**src/rtl/ycchain_loader.sv**
```systemverilog
// ycchain_loader: serialises 3-bit yellow-cell codes onto the cell
// configuration chain and holds the array in reset while it is rewritten.
//
// Ports:
//   confclk      configuration clock (rising edge)
//   reset        async active-high reset
//   start        begin a full-chain load (ignored while busy)
//   abort        cancel a load in progress
//   code_valid   host offers code
//   code[2:0]    cell code, sent MSB first
//   code_ready   block accepts code this cycle
//   cbitout      serial bit to the chain head
//   cshift       chain shift enable
//   array_reset  reset for every cell FSM in the chain
//   busy         not idle
//   done         one-cycle pulse when a load completes
//   configured   chain holds a complete, non-aborted load
module ycchain_loader #(
  parameter int NCELLS = 16,
  parameter int SETTLE = 4
) (
  input  logic       confclk,
  input  logic       reset,
  input  logic       start,
  input  logic       abort,
  input  logic       code_valid,
  input  logic [2:0] code,
  output logic       code_ready,
  output logic       cbitout,
  output logic       cshift,
  output logic       array_reset,
  output logic       busy,
  output logic       done,
  output logic       configured
);

  localparam int CW = (NCELLS > 1) ? $clog2(NCELLS) : 1;
  localparam logic [CW-1:0] LAST = CW'(NCELLS - 1);
  localparam logic [7:0] SET0 = 8'(SETTLE - 1);

  typedef enum logic [1:0] {
    S_IDLE,
    S_WAIT,
    S_SHIFT,
    S_SETTLE
  } state_t;

  state_t state;
  state_t nstate;

  logic [2:0]    shreg;
  logic [1:0]    bitcnt;
  logic [CW-1:0] cellcnt;
  logic [7:0]    setcnt;
  logic          cfg_q;
  logic          done_q;
  logic          arst_q;

  logic go;
  logic take;
  logic last_bit;
  logic last_cell;
  logic settle_end;
  logic in_idle;

  assign in_idle    = (state == S_IDLE);
  assign go         = in_idle & start & ~abort;
  assign take       = (state == S_WAIT) & code_valid & ~abort;
  assign last_bit   = (bitcnt == 2'd2);
  assign last_cell  = (cellcnt == LAST);
  assign settle_end = (setcnt == 8'd0);

  // State register
  always_ff @(posedge confclk or posedge reset) begin
    if (reset) begin
      state <= S_IDLE;
    end else begin
      state <= nstate;
    end
  end

  // Next-state logic
  always_comb begin
    nstate = state;
    unique case (state)
      S_IDLE: begin
        if (go) nstate = S_WAIT;
      end
      S_WAIT: begin
        if (abort)           nstate = S_IDLE;
        else if (code_valid) nstate = S_SHIFT;
      end
      S_SHIFT: begin
        if (abort)
          nstate = S_IDLE;
        else if (last_bit)
          nstate = last_cell ? S_SETTLE : S_WAIT;
      end
      S_SETTLE: begin
        if (abort || settle_end) nstate = S_IDLE;
      end
      default: nstate = S_IDLE;
    endcase
  end

  // Datapath and registered status
  always_ff @(posedge confclk or posedge reset) begin
    if (reset) begin
      shreg   <= 3'd0;
      bitcnt  <= 2'd0;
      cellcnt <= '0;
      setcnt  <= 8'd0;
      cfg_q   <= 1'b0;
      done_q  <= 1'b0;
      arst_q  <= 1'b1;
    end else begin
      done_q <= (state == S_SETTLE) & settle_end & ~abort;
      // Release the array only once idle with a good load, i.e. the
      // cycle after done; re-assert as soon as a new load is taken.
      arst_q <= ~(in_idle & cfg_q & ~go);

      if (go || (abort && !in_idle))
        cfg_q <= 1'b0;
      else if ((state == S_SETTLE) && settle_end)
        cfg_q <= 1'b1;

      if (go) cellcnt <= '0;

      if (take) begin
        shreg  <= code;
        bitcnt <= 2'd0;
      end

      if (state == S_SHIFT) begin
        shreg  <= {shreg[1:0], 1'b0};
        bitcnt <= last_bit ? 2'd0 : bitcnt + 2'd1;
        if (last_bit && !last_cell)
          cellcnt <= cellcnt + 1'b1;
        if (last_bit)
          setcnt <= SET0;
      end

      if ((state == S_SETTLE) && !settle_end)
        setcnt <= setcnt - 8'd1;
    end
  end

  // Outputs decoded from registered state
  always_comb begin
    busy        = ~in_idle;
    cshift      = (state == S_SHIFT);
    cbitout     = (state == S_SHIFT) & shreg[2];
    code_ready  = (state == S_WAIT) & ~abort;
    done        = done_q;
    configured  = cfg_q;
    array_reset = arst_q;
  end

endmodule
```
**config.mk**
```make
export PLATFORM = sky130hd
export DESIGN_NAME = ycchain_loader
export DESIGN_NICKNAME = d
export VERILOG_FILES = /design/src/rtl/ycchain_loader.sv
export SDC_FILE = /design/constraint.sdc
export NUM_CORES = 1
export LEC_CHECK = 0
export ABC_AREA = 1
export ABC_CLOCK_PERIOD_IN_PS = 1600
export CAP_MARGIN = 15
export CORE_UTILIZATION = 39
export CTS_CLUSTER_SIZE = 20
export DETAILED_ROUTE_END_ITERATION = 7
export SYNTH_ARGS = -nofsm -noshare
export SYNTH_HDL_FRONTEND = slang
export SYNTH_SLANG_ARGS = --single-unit
```
**constraint.sdc**
```tcl
create_clock -name confclk -period 1.6 [get_ports confclk]
set_input_delay 0.16 -clock confclk [delete_from_list [all_inputs] [get_ports confclk]]
set_output_delay 0.16 -clock confclk [all_outputs]
set_load 0.05 [all_outputs]
```
==> results.yml <==
finish:
  diodes: 0
  areaGrowthSynthToFinish_pct: 22.2
  drive_gt1_share_pct: 13.7
  final_area_um2: 1470
  fin_nets: 194
  layout_common_cells: "nand2_1 (43), inv_1 (25), dfrtp_1 (19)"
  final_common_cell: "nand2_1"
drt:
  route.detailed.vias_per_inst: 4.77
  drt_wl_total_um: 2210
  dr.first_iter.drc_count: 22
  via_count: 1017
  wl_per_cell_um: 10.4
  drtAntennaViolNets: 0
  drc_errors: 0
  drt_pass1_iterations: 4
clock_tree:
  cts.clk_slew.worst_paths_ns: 0.12
  clock_latency_ns: 0.30
  cts.htree.levels: 1
  cts_root_buf: "clkbuf_4"
  cts_buffers: 3
  clockBufferDepth: 2
  cts_tree: "yes"
  cts_setup_buffers: 0
  clock_sinks: 22
yosys:
  synth-async-reset-ratio_pct: 100
  synthFlopType: "dfrtp_1"
  ys_ff_latch: 22
  ys_seq_area_share_pct: 45.7
  ys_warn_count: 0
  syn_nets: 172
  synth_cell_types: 20
  syn_area_per_cell_um2: 7.49
  synth_edf_count: 0
  syn_inst: 161
  mappedNetlistArea_um2: 1210
setup_path:
  end_kind: "primary output"
  cp_top_family: "flip-flops"
  critPathMaxStageDelay_ns: 0.48
  cp_max_fo: 7
  cpMaxStageDelayCell: "dfrtp_2"
  path_cells: "inv_2, nand2_2, nor2_2, buf_12"
  required_ns: 1.44
  cp.buffers_inverters: 2
  r2r-end: "setcnt[5]"
  crit_end: "cbitout"
  r2r_cells: 8
  r2r_start: "setcnt[0]"
  startpoint: "state[0]"
  cp.depth: 4
  critPathKind: "reg -> out"
  reg2reg_slack_ns: 0.19
  crit_arrival_ns: 1.32
  startpoint_type: "flip-flop"
power_and_ir_drop:
  finalPower_uw: 2410
  p_per_area_nw_per_um2: 1640
  ir_worst_vdd_mv: 0.971
  p_leak_uw: 0.000748
timing:
  fin_crit_sh_pct: 92.4
  hold_viol: 0
  holdWs_ns: 0.171
  finalSetupTns_ns: 0
  setup_viol_count_final: 0
  skew_ns: 0.0135
  period_minus_slack_ns: 1.48
  tightestPinTransition_ns: 0.316
  rsz0062_at_grt: "false"
  drv_slew: 0
  slew_headroom_pct: 78.8
  timing.fmax_mhz: 676
die:
  die_area_um2: 3320
  io_pins: 15
  core.rowCount: 19
  dieHeight_um: 57.6
  die_w_um: 57.6
  initial_utilization_pct: 42.3
  coreArea_um2: 2850
place:
  placed_cell_area_um2: 1440
  io_buffers: 14
  dpl.hpwl_um: 1740
  gp_congestion: 0.788
grt:
  antenna_found_initial: 0
  grt_pass1_vias: 953
  grt_usage_pct: 15.5
  grt_max_degree: 23
  grt_pass1_wl_um: 3990
  overflow: 0
status:
  outcome: "complete, no violations"
run:
  drv_cap: 0
worst_hold_path:
  hold_class: "in -> async"
where the power goes:
part           leakage, µW  internal (µW)  total [µW]  switching (µW)
clock            0.0000150           96.9         254             157
combinational     0.000451            481        1260             777
sequential        0.000282            748         899             151
total             0.000748           1330        2410            1080
worst min-delay path, cell delays in order:
cell	delay, ns
clkdlybuf4s50_1	0.39
inv_1	0.05
buf_4	0.27
synth_stat cells (all sizes together) (2+ instances only):
cell type / n / area (µm²)
nand2: 45 / 176
inv: 27 / 101
dfrtp: 21 / 526
nor2: 21 / 96.3
nand3: 18 / 90.1
o21ai: 14 / 70.1
a21oi: 3 / 15.0
ha: 3 / 37.5
nor3: 2 / 21.3
o22ai: 2 / 12.5
xor2: 2 / 17.5
through the flow:
| stage | util (%) | std cells | setup WS, ns |
|---|---|---|---|
| floorplan | - | 161 | 0.0976 |
| global placement | 50.5 | 209 | 0.166 |
| detailed placement | 50.5 | 209 | 0.136 |
| CTS | 51.5 | 213 | 0.0258 |
| global route | 51.7 | 213 | 0.0177 |
| finish | 51.7 | 213 | 0.121 |
layout make-up:
cell class                 count  area [µm²]
clock buffer                   4        26.3
fill                         284        1380
inverter                      27         101
multi-input combinational    112         558
sequential                    22         554
tap                           31        38.8
timing repair buffer          17         195
worst min path at each step:
stage                from           to  slack, ns  depth (start not counted)
2_1_floorplan       reset    bitcnt[0]       0.15                          1
3_3_place_gp   configured  array_reset       0.44                          1
3_5_place_dp   configured  array_reset       0.42                          1
4_1_cts             reset     shreg[2]       0.18                          3
5_1_grt             reset     shreg[2]       0.20                          3
6_report            reset     shreg[2]       0.17                          3
what timing repair did:
item                                    CTS  global route
hold buffers                              0             0
pin swaps                                 0             1
resized for setup                         1             4
endpoints found under the setup margin    1             2
cell families (layout without fill, tap and decap cells):
family | Yosys count | in the layout | share of synthesized area [%]
AO/OA/AOI/OAI | 20 | 20 | 8.71
flip-flops | 22 | 22 | 45.7
buffers and inverters | 27 | 48 | 8.40
adder cells (fa/ha/maj) | 3 | 3 | 3.11
XOR/XNOR | 3 | 3 | 2.18
AND/OR/NAND/NOR | 86 | 86 | 31.8
per-layer routing:
metal  routed length [µm]  vias to the layer above  track usage [%]  share of wire [%]
li1                     -                      547                -                  -
met1                 1150                      460             22.0                 52
met2                 1000                        8             24.1                 45
met3                   40                        2             2.01                1.8
met4                   17                        0             6.27               0.77
met5                    0                        -                0                  0
flip-flops by register name, indices dropped and copies added (netlist names):
name / flops
state: 2
bitcnt: 2
shreg: 3
setcnt: 8
done: 1
cellcnt: 4
array_reset: 1
configured: 1
No activity file was read; power rests on OpenSTA's default activity.
